File: src/rtl/pipe_reg_pkg.sv
// Shared constants and helpers for the elastic register pipeline.
package pipe_reg_pkg;
  localparam int DEF_WIDTH = 2;
  localparam int DEF_DEPTH = 2;

  function automatic int cnt_w(input int depth);
    return $clog2(depth + 1);
  endfunction
endpackage

File: src/rtl/pipe_stage.sv
// One elastic stage: valid/data pair that loads whenever it is empty or its word moves on.
module pipe_stage #(
  parameter int WIDTH = 2
) (
  input  logic             clk,
  input  logic             rst,
  input  logic             clr,
  input  logic             rnext,
  input  logic             vin,
  input  logic [WIDTH-1:0] din,
  output logic             v,
  output logic [WIDTH-1:0] d,
  output logic             rdy
);
  assign rdy = !v || rnext;

  always_ff @(posedge clk) begin
    if (rst) begin
      v <= 1'b0;
      d <= '0;
    end else if (clr) begin
      v <= 1'b0;          // data left in place, only validity is dropped
    end else if (rdy) begin
      v <= vin;
      if (vin) d <= din;
    end
  end
endmodule

File: src/rtl/pipe_reg.sv
// Parametrised elastic pipeline: ready chain, handshake and occupancy count around DEPTH stages.
module pipe_reg
  import pipe_reg_pkg::*;
#(
  parameter int WIDTH = DEF_WIDTH,
  parameter int DEPTH = DEF_DEPTH
) (
  input  logic                      clk,
  input  logic                      rst,
  input  logic                      flush,
  input  logic                      in_valid,
  input  logic [WIDTH-1:0]          in_data,
  output logic                      in_ready,
  output logic                      out_valid,
  output logic [WIDTH-1:0]          out_data,
  input  logic                      out_ready,
  output logic [cnt_w(DEPTH)-1:0]   count
);
  localparam int CW = cnt_w(DEPTH);

  logic [DEPTH-1:0]            v;
  logic [DEPTH-1:0][WIDTH-1:0] d;
  logic [DEPTH:0]              r;
  logic                        in_fire;

  assign r[DEPTH]  = out_ready;
  assign in_ready  = r[0] && !flush && !rst;
  assign in_fire   = in_valid && in_ready;
  assign out_valid = v[DEPTH-1];
  assign out_data  = d[DEPTH-1];

  for (genvar i = 0; i < DEPTH; i++) begin : g_stage
    logic             vin;
    logic [WIDTH-1:0] din;
    if (i == 0) begin : g_head
      assign vin = in_fire;
      assign din = in_data;
    end else begin : g_body
      assign vin = v[i-1];
      assign din = d[i-1];
    end
    pipe_stage #(.WIDTH(WIDTH)) u_stage (
      .clk   (clk),
      .rst   (rst),
      .clr   (flush),
      .rnext (r[i+1]),
      .vin   (vin),
      .din   (din),
      .v     (v[i]),
      .d     (d[i]),
      .rdy   (r[i])
    );
  end

  always_comb begin
    count = '0;
    for (int i = 0; i < DEPTH; i++) count = count + CW'(v[i]);
  end
endmodule

File: config.mk
export PLATFORM = sky130hd
export DESIGN_NAME = pipe_reg
export DESIGN_NICKNAME = d
export VERILOG_FILES = /design/src/rtl/pipe_reg_pkg.sv /design/src/rtl/pipe_stage.sv /design/src/rtl/pipe_reg.sv
export SDC_FILE = /design/constraint.sdc
export NUM_CORES = 1
export LEC_CHECK = 0
export BUFFER_PORTS_ARGS = -buffer_cell sky130_fd_sc_hd__buf_2
export CORE_AREA = 2 2 39 41
export DETAILED_ROUTE_END_ITERATION = 10
export DIE_AREA = 0 0 41 43
export PLACE_DENSITY = 0.52
export SYNTH_ARGS = -nofsm -noshare
export SYNTH_HDL_FRONTEND = slang
export SYNTH_SLANG_ARGS = --single-unit
export TNS_END_PERCENT = 10
File: constraint.sdc
create_clock -name clk -period 1.2 [get_ports clk]
set_input_delay 0.18 -clock clk [delete_from_list [all_inputs] [get_ports clk]]
set_output_delay 0.18 -clock clk [all_outputs]
set_load 0.05 [all_outputs]
After elaboration in Yosys (flattened, before gate mapping)
Index checks and enable logic that the tools add are counted.

storage, ports and cells
  register bits = 6

cells by class
  add/subtract/negate cells = 1
  bitwise logic cells = 1
  reductions and logical operators = 12

operators with widths
  kind                                    number
  3-bit AND reduction                     2
  1-bit logical NOT                       4
  1-bit logical AND                       3
  1-bit by 1-bit adder with 2-bit output  1
  1-bit logical OR                        2
  2-bit OR reduction                      1
  1-bit inverter                          1

Longest topological paths before layout
Gate-level depths: netlist of the first run.

  depth after elaboration = 7
  mapped depth = 3

Modules after synthesis
Synthesis of the first run repeated with hierarchy kept, for this count alone.

unflattened totals
  cells, all modules = 31
  area total of the unflattened synthesis = 332.8 um^2

modules (own cells, without submodules)
  module      times used  cells each  area an instance (um^2)  sequential area each (um^2)
  pipe_stage  2           14          150.1                    60.1
  pipe_reg    1           3           32.5                     0.0

Worst setup path before layout of the first run
Ideal clock, no wire load.

  kind = register to output
  from = reg g_stage[1].u_stage.v
  to = out in_ready
  data arrival time = 1835 ps
  data required time = 1020 ps
  path slack = -815 ps
  cell stages (with the launch flop) = 3
  buffers on the path = 0
  cell sequence = dfxtp_1 -> and3b_1 -> nor3_1

between the ends
  cells in the longest elaborated chain, start to end = 5

ends and longest elaborated chain
  what                            RTL line          text
  from (decl)                     pipe_stage.sv:11  output logic v,
  from (signal assigned)          pipe_stage.sv:24  v <= vin;
  1-bit logical NOT               pipe_stage.sv:15  assign rdy = !v || rnext;
  1-bit logical OR (2 in a row)   pipe_stage.sv:15
  1-bit logical AND (2 in a row)  pipe_reg.sv:27    assign in_ready = r[0] && !flush && !rst;
  to (decl)                       pipe_reg.sv:13    output logic in_ready,

No other way between the ends.

Worst setup path in the final report of the first run
Same ends and word-level chain as after synthesis.

==> results.yml, run 1 <==
run_status:
  status: "finished, violations left"
  violations: "negative setup slack"
cts:
  cts_tree: "yes"
  clk_path_buf_depth: 2
  ctsHoldBuffers: 0
  clkSlewWorstSetupHoldPaths_ns: 0.06
  cts_buffers: 3
  clk_latency_ns: 0.26
  cts_root_buffer: "clkbuf_4"
  cts_sinks: 6
  cts_max_level: 1
timing:
  skew_ns: 0.00492
  relSlewSlack_pct: 82.3
  tns_ns: -0.158
  fin_ws_ns: -0.109
  final-max-slew-violation-count: 0
  finalCritPeriodShare_pct: 109
  grt_setup_unrepaired: "true"
  hold_viol: 0
  setup_viol: 2
  final.min_clock_period_ns: 1.31
  clock.fmax_mhz: 764
  worst_slew_pin_slew_ns: 0.262
power:
  p_comb_share_pct: 13.6
  switching_share_pct: 27.5
  switchingPower_uw: 136
  p_seq_share_pct: 41.9
  powerDensity_nw_per_um2: 1150
  power_uw: 495
  vdd_drop_max_mv: 0.271
  pwr-share-clk_pct: 44.5
  p_int_uw: 359
  power_leakage_uw: 0.000202
global_routing:
  first_global_vias: 272
  overflow: 0
  grtUsageMet1_pct: 11.7
  grt_pass1_wl_um: 1060
  grt.met3_usage_pct: 3.14
  antenna_found_initial: 0
  grt_max_degree: 7
  groute.usage.overall_pct: 9.66
  grt.busiest_layer: "met2"
  use_met2_pct: 12.2
yosys:
  synth_flop_cell: "dfxtp_1"
  netlist_area_sq_um: 274
  yosys-top-cells-area: "dfxtp_1 44%, o311ai_1 6.4%, ha_1 4.6%"
  synth_top_family_by_area: "simple AND/OR/NAND/NOR gates"
  synthSimpleGateAreaFrac_pct: 29.7
  synth_warnings: 0
  synth.distinct_cells: 18
  ys_seq_area_share_pct: 43.8
  synth_xor_area_share_pct: 0
  synthCells: 31
  synth_edf_count: 0
  syn_area_per_cell_sq_um: 8.84
  synthMuxAreaShare_pct: 0
  synth_top_area_share_pct: 43.8
  ys_ff_latch: 6
  yosysMostFrequentCell: "dfxtp_1"
  synth_nets: 39
  yosys.area.top_type: "dfxtp_1"
  yosys.area_share.adder_pct: 4.57
  async_flop_share_pct: 0
  synth_compound_area_share_pct: 19.2
min_path:
  hold_class: "in2reg"
  holdPathStages: 3
final_layout:
  nFillCells: 162
  drive_gt1_share_pct: 44.9
  finalCoreUtilization_pct: 31.1
  num_antenna_cells: 0
  area_growth_pct: 57.1
  design_area_sq_um: 430
  nets: 58
placement:
  finalWeightedCongestion: 0.621
  dpl_cell_area_sq_um: 380
  detailedPlace.worstSlack_ns: 0.0295
  port_buffers: 12
  hpwlAfterDp_um: 501
setup_path:
  cp-start-kind: "register"
  ff2ff_path_depth: 3
  cp_max_fo: 4
  worstPathArrival_ns: 1.13
  end_kind: "output pin"
  required_ns: 1.02
  path_class: "reg2out"
route:
  drc: 0
  routedWlPerCell_um: 10.1
  wirelength_um: 656
  drt_iter0_drc: 1
  num_vias: 302
  drt-pass1-iter-count: 2
  ant_nets: 0
  vias_per_cell: 4.65
floorplan:
  coreArea_sq_um: 1380
  die_area_sq_um: 1760
  row_count: 14
  io_pins: 13
  start_util_pct: 19.8
  die_x_um: 41
  die_h_um: 43
run:
  maxCapViolCount: 0
-- cell usage in the layout, fill, tap and decap left out --
master / n
nand2b_1: 2
dfxtp_2: 1
nand2_1: 2
ha_2: 1
o21ai_0: 2
nor2b_1: 1
buf_2: 9
dfxtp_4: 1
and3b_2: 1
nand4_1: 2
nand3_1: 2
a21boi_0: 1
o311ai_1: 2
o21a_1: 1
buf_4: 3
a21oi_1: 2
nor2_1: 1
and2b_1: 1
dfxtp_1: 4
nor3_4: 1
buf_6: 2
clkbuf_4: 3
clkbuf_1: 1
nand3b_1: 1
inv_1: 2
-- per-stage QoR --
| stage | hold WS [ns] | instances |
|---|---|---|
| after global routing | 0.168 | 65 |
| after CTS | 0.155 | 65 |
| after floorplan | 0.249 | 31 |
| after global placement | 0.418 | 60 |
| final | 0.150 | 65 |
| after detailed placement | 0.415 | 60 |
-- kinds of logic after synthesis --
group                      count (synthesis)
buffers and inverters                      2
adders and majority gates                  1
DFF                                        6
AOI/OAI and AO/OA                          8
and+or+nand+nor                           14
-- worst max-delay path, stage by stage, from the launching register on --
cell,delay [ns]
dfxtp_4,0.35
and3b_2,0.23
nor3_4,0.12
buf_6,0.18
-- power by group through the flow --
| stage | clock, uW | sequential [uW] | combinational [uW] |
|---|---|---|---|
| 2_1_floorplan | 0 | 215 | 32.6 |
| 4_1_cts | 226 | 207 | 67.7 |
| 3_3_place_gp | 0 | 211 | 60.3 |
| 5_1_grt | 235 | 208 | 72.4 |
| 3_5_place_dp | 0 | 212 | 59.9 |
| 6_report | 220 | 207 | 67.1 |
-- what timing repair did --
action / 4_1_cts / 5_1_grt
endpoints found under the setup margin: 3 / 2
resized for setup: 6 / 0
setup buffers: 1 / 0
hold endpoints to repair: 0 / 0
pin swaps: 1 / 0
-- final timing paths --
| kind | to | start | slack (ns) |
|---|---|---|---|
| worst max-delay path | in_ready | g_stage[1].u_stage.v | -0.11 |
| worst min-delay path | g_stage[0].u_stage.d[1] | in_data[1] | 0.15 |
| worst max register to register | g_stage[0].u_stage.d[1] | g_stage[1].u_stage.v | 0.17 |
| worst min register to register | g_stage[1].u_stage.d[0] | g_stage[0].u_stage.d[0] | 0.47 |
-- state kept, by name, indices dropped and copies added (netlist names) --
signal and flops:
g_stage.u_stage.d 4, g_stage.u_stage.v 2
-- metal layers --
layer / up-vias / share of wire, %
met4: 0 / 2.7
met3: 2 / 9.6
met5: - / 0
met2: 12 / 45
met1: 137 / 43
li1: 151 / -
-- layout make-up --
type | instances | area (sq um) | area share (%)
Clock buffer | 4 | 26.3 | 6.10
Inverter | 2 | 7.51 | 1.74
Multi-Input combinational cell | 23 | 161 | 37.5
Sequential cell | 6 | 125 | 29.1
Tap cell | 16 | 20.0 | 4.65
Timing Repair Buffer | 14 | 90.1 | 20.9
No activity file was read; power rests on OpenSTA's default activity.
==> run 2: changes to the inputs <==
MAX_ROUTING_LAYER = met4   (was default)
SETUP_SLACK_MARGIN = 0.15   (was default)
==> run 2 against run 1 <==
The run still ends with negative setup slack left. Clock skew barely moved. Worst setup slack barely moved. First-iteration DRC count did not move. Critical path type unchanged. Critical endpoint unchanged. Largest power group unchanged. Highest routed layer unchanged.
==> results.yml, run 2 (synthesis gave the netlist of run 1 again) <==
placement:
  dpl_cell_area_sq_um: 380
  port_buffers: 12
  hpwlAfterDp_um: 501
  finalWeightedCongestion: 0.626
final_layout:
  design_area_sq_um: 450
  finalCoreUtilization_pct: 32.5
  layout_commonest_cell: "buf_2"
  top_register: "g_stage.u_stage.d"
  drive_gt1_share_pct: 44.9
  most-common-layout-cells: "7 x buf_2, 4 x clkbuf_4, 4 x dfxtp_1"
  area_growth_pct: 64.4
  nFillCells: 159
  nets: 58
  largest_reg_flops: 4
  largestRegisters: "g_stage.u_stage.d x4, g_stage.u_stage.v x2"
  num_antenna_cells: 0
route:
  top_layer_used: "met4"
  wl_met1_um: 276
  drt-pass1-iter-count: 2
  num_vias: 303
  vias_per_cell: 4.66
  drt_iter0_drc: 1
  wl_met2_um: 290
  met3_length_um: 63
  routedWlPerCell_um: 10.1
  wirelength_um: 656
  drc: 0
  ant_nets: 0
timing:
  setup_viol: 2
  grt_setup_unrepaired: "true"
  skew_ns: 0.00487
  final.min_clock_period_ns: 1.31
  hold_viol: 0
  relSlewSlack_pct: 82.3
  finalCritPeriodShare_pct: 109
  fin_ws_ns: -0.109
  clock.fmax_mhz: 764
  final-max-slew-violation-count: 0
  worst_slew_pin_slew_ns: 0.262
power:
  p_comb_share_pct: 13.9
  power_leakage_uw: 0.000204
  power_uw: 497
  p_int_uw: 360
  vdd_drop_max_mv: 0.271
  switchingPower_uw: 136
  switching_share_pct: 27.5
  powerDensity_nw_per_um2: 1100
  p_seq_share_pct: 41.7
  pwr-share-clk_pct: 44.3
floorplan:
  die_h_um: 43
  row_count: 14
  coreArea_sq_um: 1380
  io_pins: 13
  die_x_um: 41
  start_util_pct: 19.8
  die_area_sq_um: 1760
setup_path:
  worstPathArrival_ns: 1.13
  cp-start-kind: "register"
  end_kind: "output pin"
  path_class: "reg2out"
  r2r-end: "g_stage[0].u_stage.d[1]"
  cp_max_fo: 4
  required_ns: 1.02
  r2r_slack_ns: 0.17
  r2r_start: "g_stage[1].u_stage.v"
  ff2ff_path_depth: 3
global_routing:
  first_global_vias: 276
  grt_pass1_wl_um: 1080
  overflow: 0
  groute.usage.overall_pct: 10.0
  grt_max_degree: 7
  antenna_found_initial: 0
run_status:
  violations: "negative setup slack"
  status: "finished, violations left"
cts:
  clk_latency_ns: 0.26
  cts_tree: "yes"
  clkSlewWorstSetupHoldPaths_ns: 0.06
  clk_path_buf_depth: 2
  cts_buffers: 3
  cts_root_buffer: "clkbuf_4"
  cts_sinks: 6
  cts_max_level: 1
min_path:
  min_to: "g_stage[0].u_stage.d[1]"
  holdPathStages: 3
  hold_start: "in_data[1]"
  hold_class: "in2reg"
run:
  maxCapViolCount: 0
run 2: cell types whose count changed in the layout (fill, tap and decap cells not counted), sizes merged:
cell,change
buf,-1
clkbuf,+1
run 2: area by class of cell:
class	count	area, sq um	area share [%]
flip-flops and latches	6	125	27.8
well taps	16	20.0	4.44
multi-input cells	23	161	35.8
repair buffers	14	110	24.4
inverters	2	7.51	1.67
clock buffers	4	26.3	5.83
run 2: worst max-delay path: stages, from the launching register on:
cell and delay, ns:
dfxtp_4 0.35, and3b_2 0.23, nor3_4 0.12, buf_6 0.18
run 2: worst max-delay path by stage:
stage                               startpoint        to  slack [ns]
final                     g_stage[1].u_stage.v  in_ready       -0.11
after global routing      g_stage[0].u_stage.v  in_ready       -0.15
after CTS                 g_stage[1].u_stage.v  in_ready       -0.12
after detailed placement  g_stage[1].u_stage.v  in_ready        0.03
after global placement    g_stage[1].u_stage.v  in_ready        0.04
after floorplan           g_stage[1].u_stage.v  in_ready       -0.08
run 2: metrics by stage:
stage	cells	setup WS, ns	hold slack [ns]	setup TNS (ns)
finish	65	-0.109	0.150	-0.157
global route	65	-0.153	0.168	-0.229
CTS	65	-0.121	0.155	-0.182
detailed placement	60	0.0295	0.415	0
global placement	60	0.0361	0.418	0
floorplan	31	-0.0780	0.249	-0.0780
run 2: repair_timing:
item / 4_1_cts / 5_1_grt
pin swaps: 1 / 0
hold endpoints to repair: 0 / 0
gates resized for setup: 11 / 3
gates cloned: 0 / 0
buffers inserted: 1 / 0
setup endpoints to repair: 6 / 9
hold buffers: 0 / 0
run 2: routing by layer:
layer / up-vias / track usage [%]
met5: - / -
met4: 0 / 10.0
met3: 4 / 3.14
met2: 12 / 12.2
met1: 136 / 12.0
li1: 151 / -
run 2: power groups by stage:
| stage | Combinational (uW) | Sequential (uW) | Clock [uW] |
|---|---|---|---|
| 2_1_floorplan | 32.6 | 215 | 0 |
| 3_3_place_gp | 60.3 | 211 | 0 |
| 3_5_place_dp | 59.9 | 212 | 0 |
| 4_1_cts | 69.5 | 207 | 226 |
| 5_1_grt | 74.5 | 208 | 235 |
| 6_report | 69.2 | 207 | 220 |
==> run 3: changes to the inputs <==
SETUP_SLACK_MARGIN = default   (was 0.15)
SKIP_CTS_REPAIR_TIMING = 1   (was default)
==> run 3 against run 2 <==
The flow still finishes with violations (negative setup slack). Sequential power about the same. Critical path depth unchanged. Core utilization decreased by 1.4 points. Clock-buffer cell count unchanged. Worst setup slack got worse by 0.020 ns.
==> results.yml, run 3 (synthesis gave the netlist of run 1 again) <==
timing:
  relSlewSlack_pct: 82.3
  worst_slew_pin_slew_ns: 0.262
  hold_viol: 0
  final.min_clock_period_ns: 1.33
  setup_viol: 2
  skew_ns: 0.00528
  final-max-slew-violation-count: 0
  grt_setup_unrepaired: "true"
  finalCritPeriodShare_pct: 111
  fin_ws_ns: -0.129
  clock.fmax_mhz: 752
  whs_ns: 0.150
  tns_ns: -0.183
min_path:
  hold_class: "in2reg"
  min_to: "g_stage[0].u_stage.d[1]"
  holdPathStages: 3
  hold_start: "in_data[1]"
route:
  routedWlPerCell_um: 10.2
  drc: 0
  drt_iter0_drc: 1
  vias_per_cell: 4.66
  drt-pass1-iter-count: 2
  ant_nets: 0
  wirelength_um: 661
  num_vias: 303
cts:
  clkSlewWorstSetupHoldPaths_ns: 0.06
  cts_max_level: 1
  clk_latency_ns: 0.26
  clk_path_buf_depth: 2
  cts_buffers: 3
  cts_sinks: 6
  cts_tree: "yes"
  cts_root_buffer: "clkbuf_4"
global_routing:
  antenna_found_initial: 0
  groute.usage.overall_pct: 9.48
  grt_pass1_wl_um: 1000
  first_global_vias: 254
  grt_max_degree: 7
  overflow: 0
power:
  power_leakage_uw: 0.000202
  powerDensity_nw_per_um2: 1150
  vdd_drop_max_mv: 0.271
floorplan:
  io_pins: 13
  die_h_um: 43
  die_x_um: 41
  die_area_sq_um: 1760
  start_util_pct: 19.8
  row_count: 14
  coreArea_sq_um: 1380
setup_path:
  cp_max_fo: 5
  r2r-end: "g_stage[0].u_stage.d[1]"
  r2r_start: "g_stage[1].u_stage.v"
  required_ns: 1.02
  end_kind: "output pin"
  path_class: "reg2out"
  worstPathArrival_ns: 1.15
  ff2ff_path_depth: 3
  cp-start-kind: "register"
  r2r_slack_ns: 0.15
final_layout:
  layout_commonest_cell: "buf_2"
  nets: 58
  top_register: "g_stage.u_stage.d"
  num_antenna_cells: 0
  drive_gt1_share_pct: 44.9
  largestRegisters: "g_stage.u_stage.d x4, g_stage.u_stage.v x2"
  most-common-layout-cells: "9 x buf_2, 4 x dfxtp_1, 3 x clkbuf_4, 3 x buf_4"
  largest_reg_flops: 4
  area_growth_pct: 57.1
  multi_input_area_sq_um: 161
  final-seq-area_sq_um: 125
  nFillCells: 162
run_status:
  status: "finished, violations left"
  violations: "negative setup slack"
placement:
  hpwlAfterDp_um: 501
  port_buffers: 12
  finalWeightedCongestion: 0.626
run:
  maxCapViolCount: 0
run 3: cell count changes in the layout (fill, tap and decap cells not counted), sizes merged:
cell	before	now
buf	13	14
clkbuf	5	4
run 3: metal layers:
metal	GRT usage, %	part of all wire [%]	vias up
li1	-	-	151
met1	11.3	42	136
met2	11.3	44	12
met3	3.14	10	4
met4	10.0	3.9	0
met5	-	0	-
run 3: metrics by stage:
stage	cells	setup WS, ns	total power (uW)	util [%]	area (sq um)
3_3_place_gp	60	0.0361	272	27.5	380
3_5_place_dp	60	0.0295	272	27.5	380
5_1_grt	65	-0.170	516	31.1	430
6_report	65	-0.129	495	31.1	430
4_1_cts	64	-0.260	494	29.4	407
2_1_floorplan	31	-0.0780	248	-	293
run 3: area by class of cell:
class | count | area share [%]
clock buffer | 4 | 6.10
inverter | 2 | 1.74
multi-input combinational | 23 | 37.5
timing repair buffer | 14 | 20.9
tap | 16 | 4.65
sequential | 6 | 29.1
run 3: worst max path at each step:
stage                                     from  endpoint  slack, ns  cells after the start
after floorplan           g_stage[1].u_stage.v  in_ready      -0.08                      2
after global placement    g_stage[1].u_stage.v  in_ready       0.04                      3
after detailed placement  g_stage[1].u_stage.v  in_ready       0.03                      3
after CTS                 g_stage[1].u_stage.v  in_ready      -0.26                      3
after global routing      g_stage[1].u_stage.v  in_ready      -0.17                      3
final                     g_stage[1].u_stage.v  in_ready      -0.13                      3
run 3: report_power, final:
part | internal [uW] | total [uW] | switching, uW
registers | 204 | 208 | 3.80
clock network | 127 | 221 | 93.5
logic | 27.8 | 67.0 | 39.2
run 3: worst max-delay path, cell delays in order (launching register included):
cell and delay (ns):
dfxtp_4 0.35, and3b_2 0.24, nor3_4 0.12, buf_6 0.18
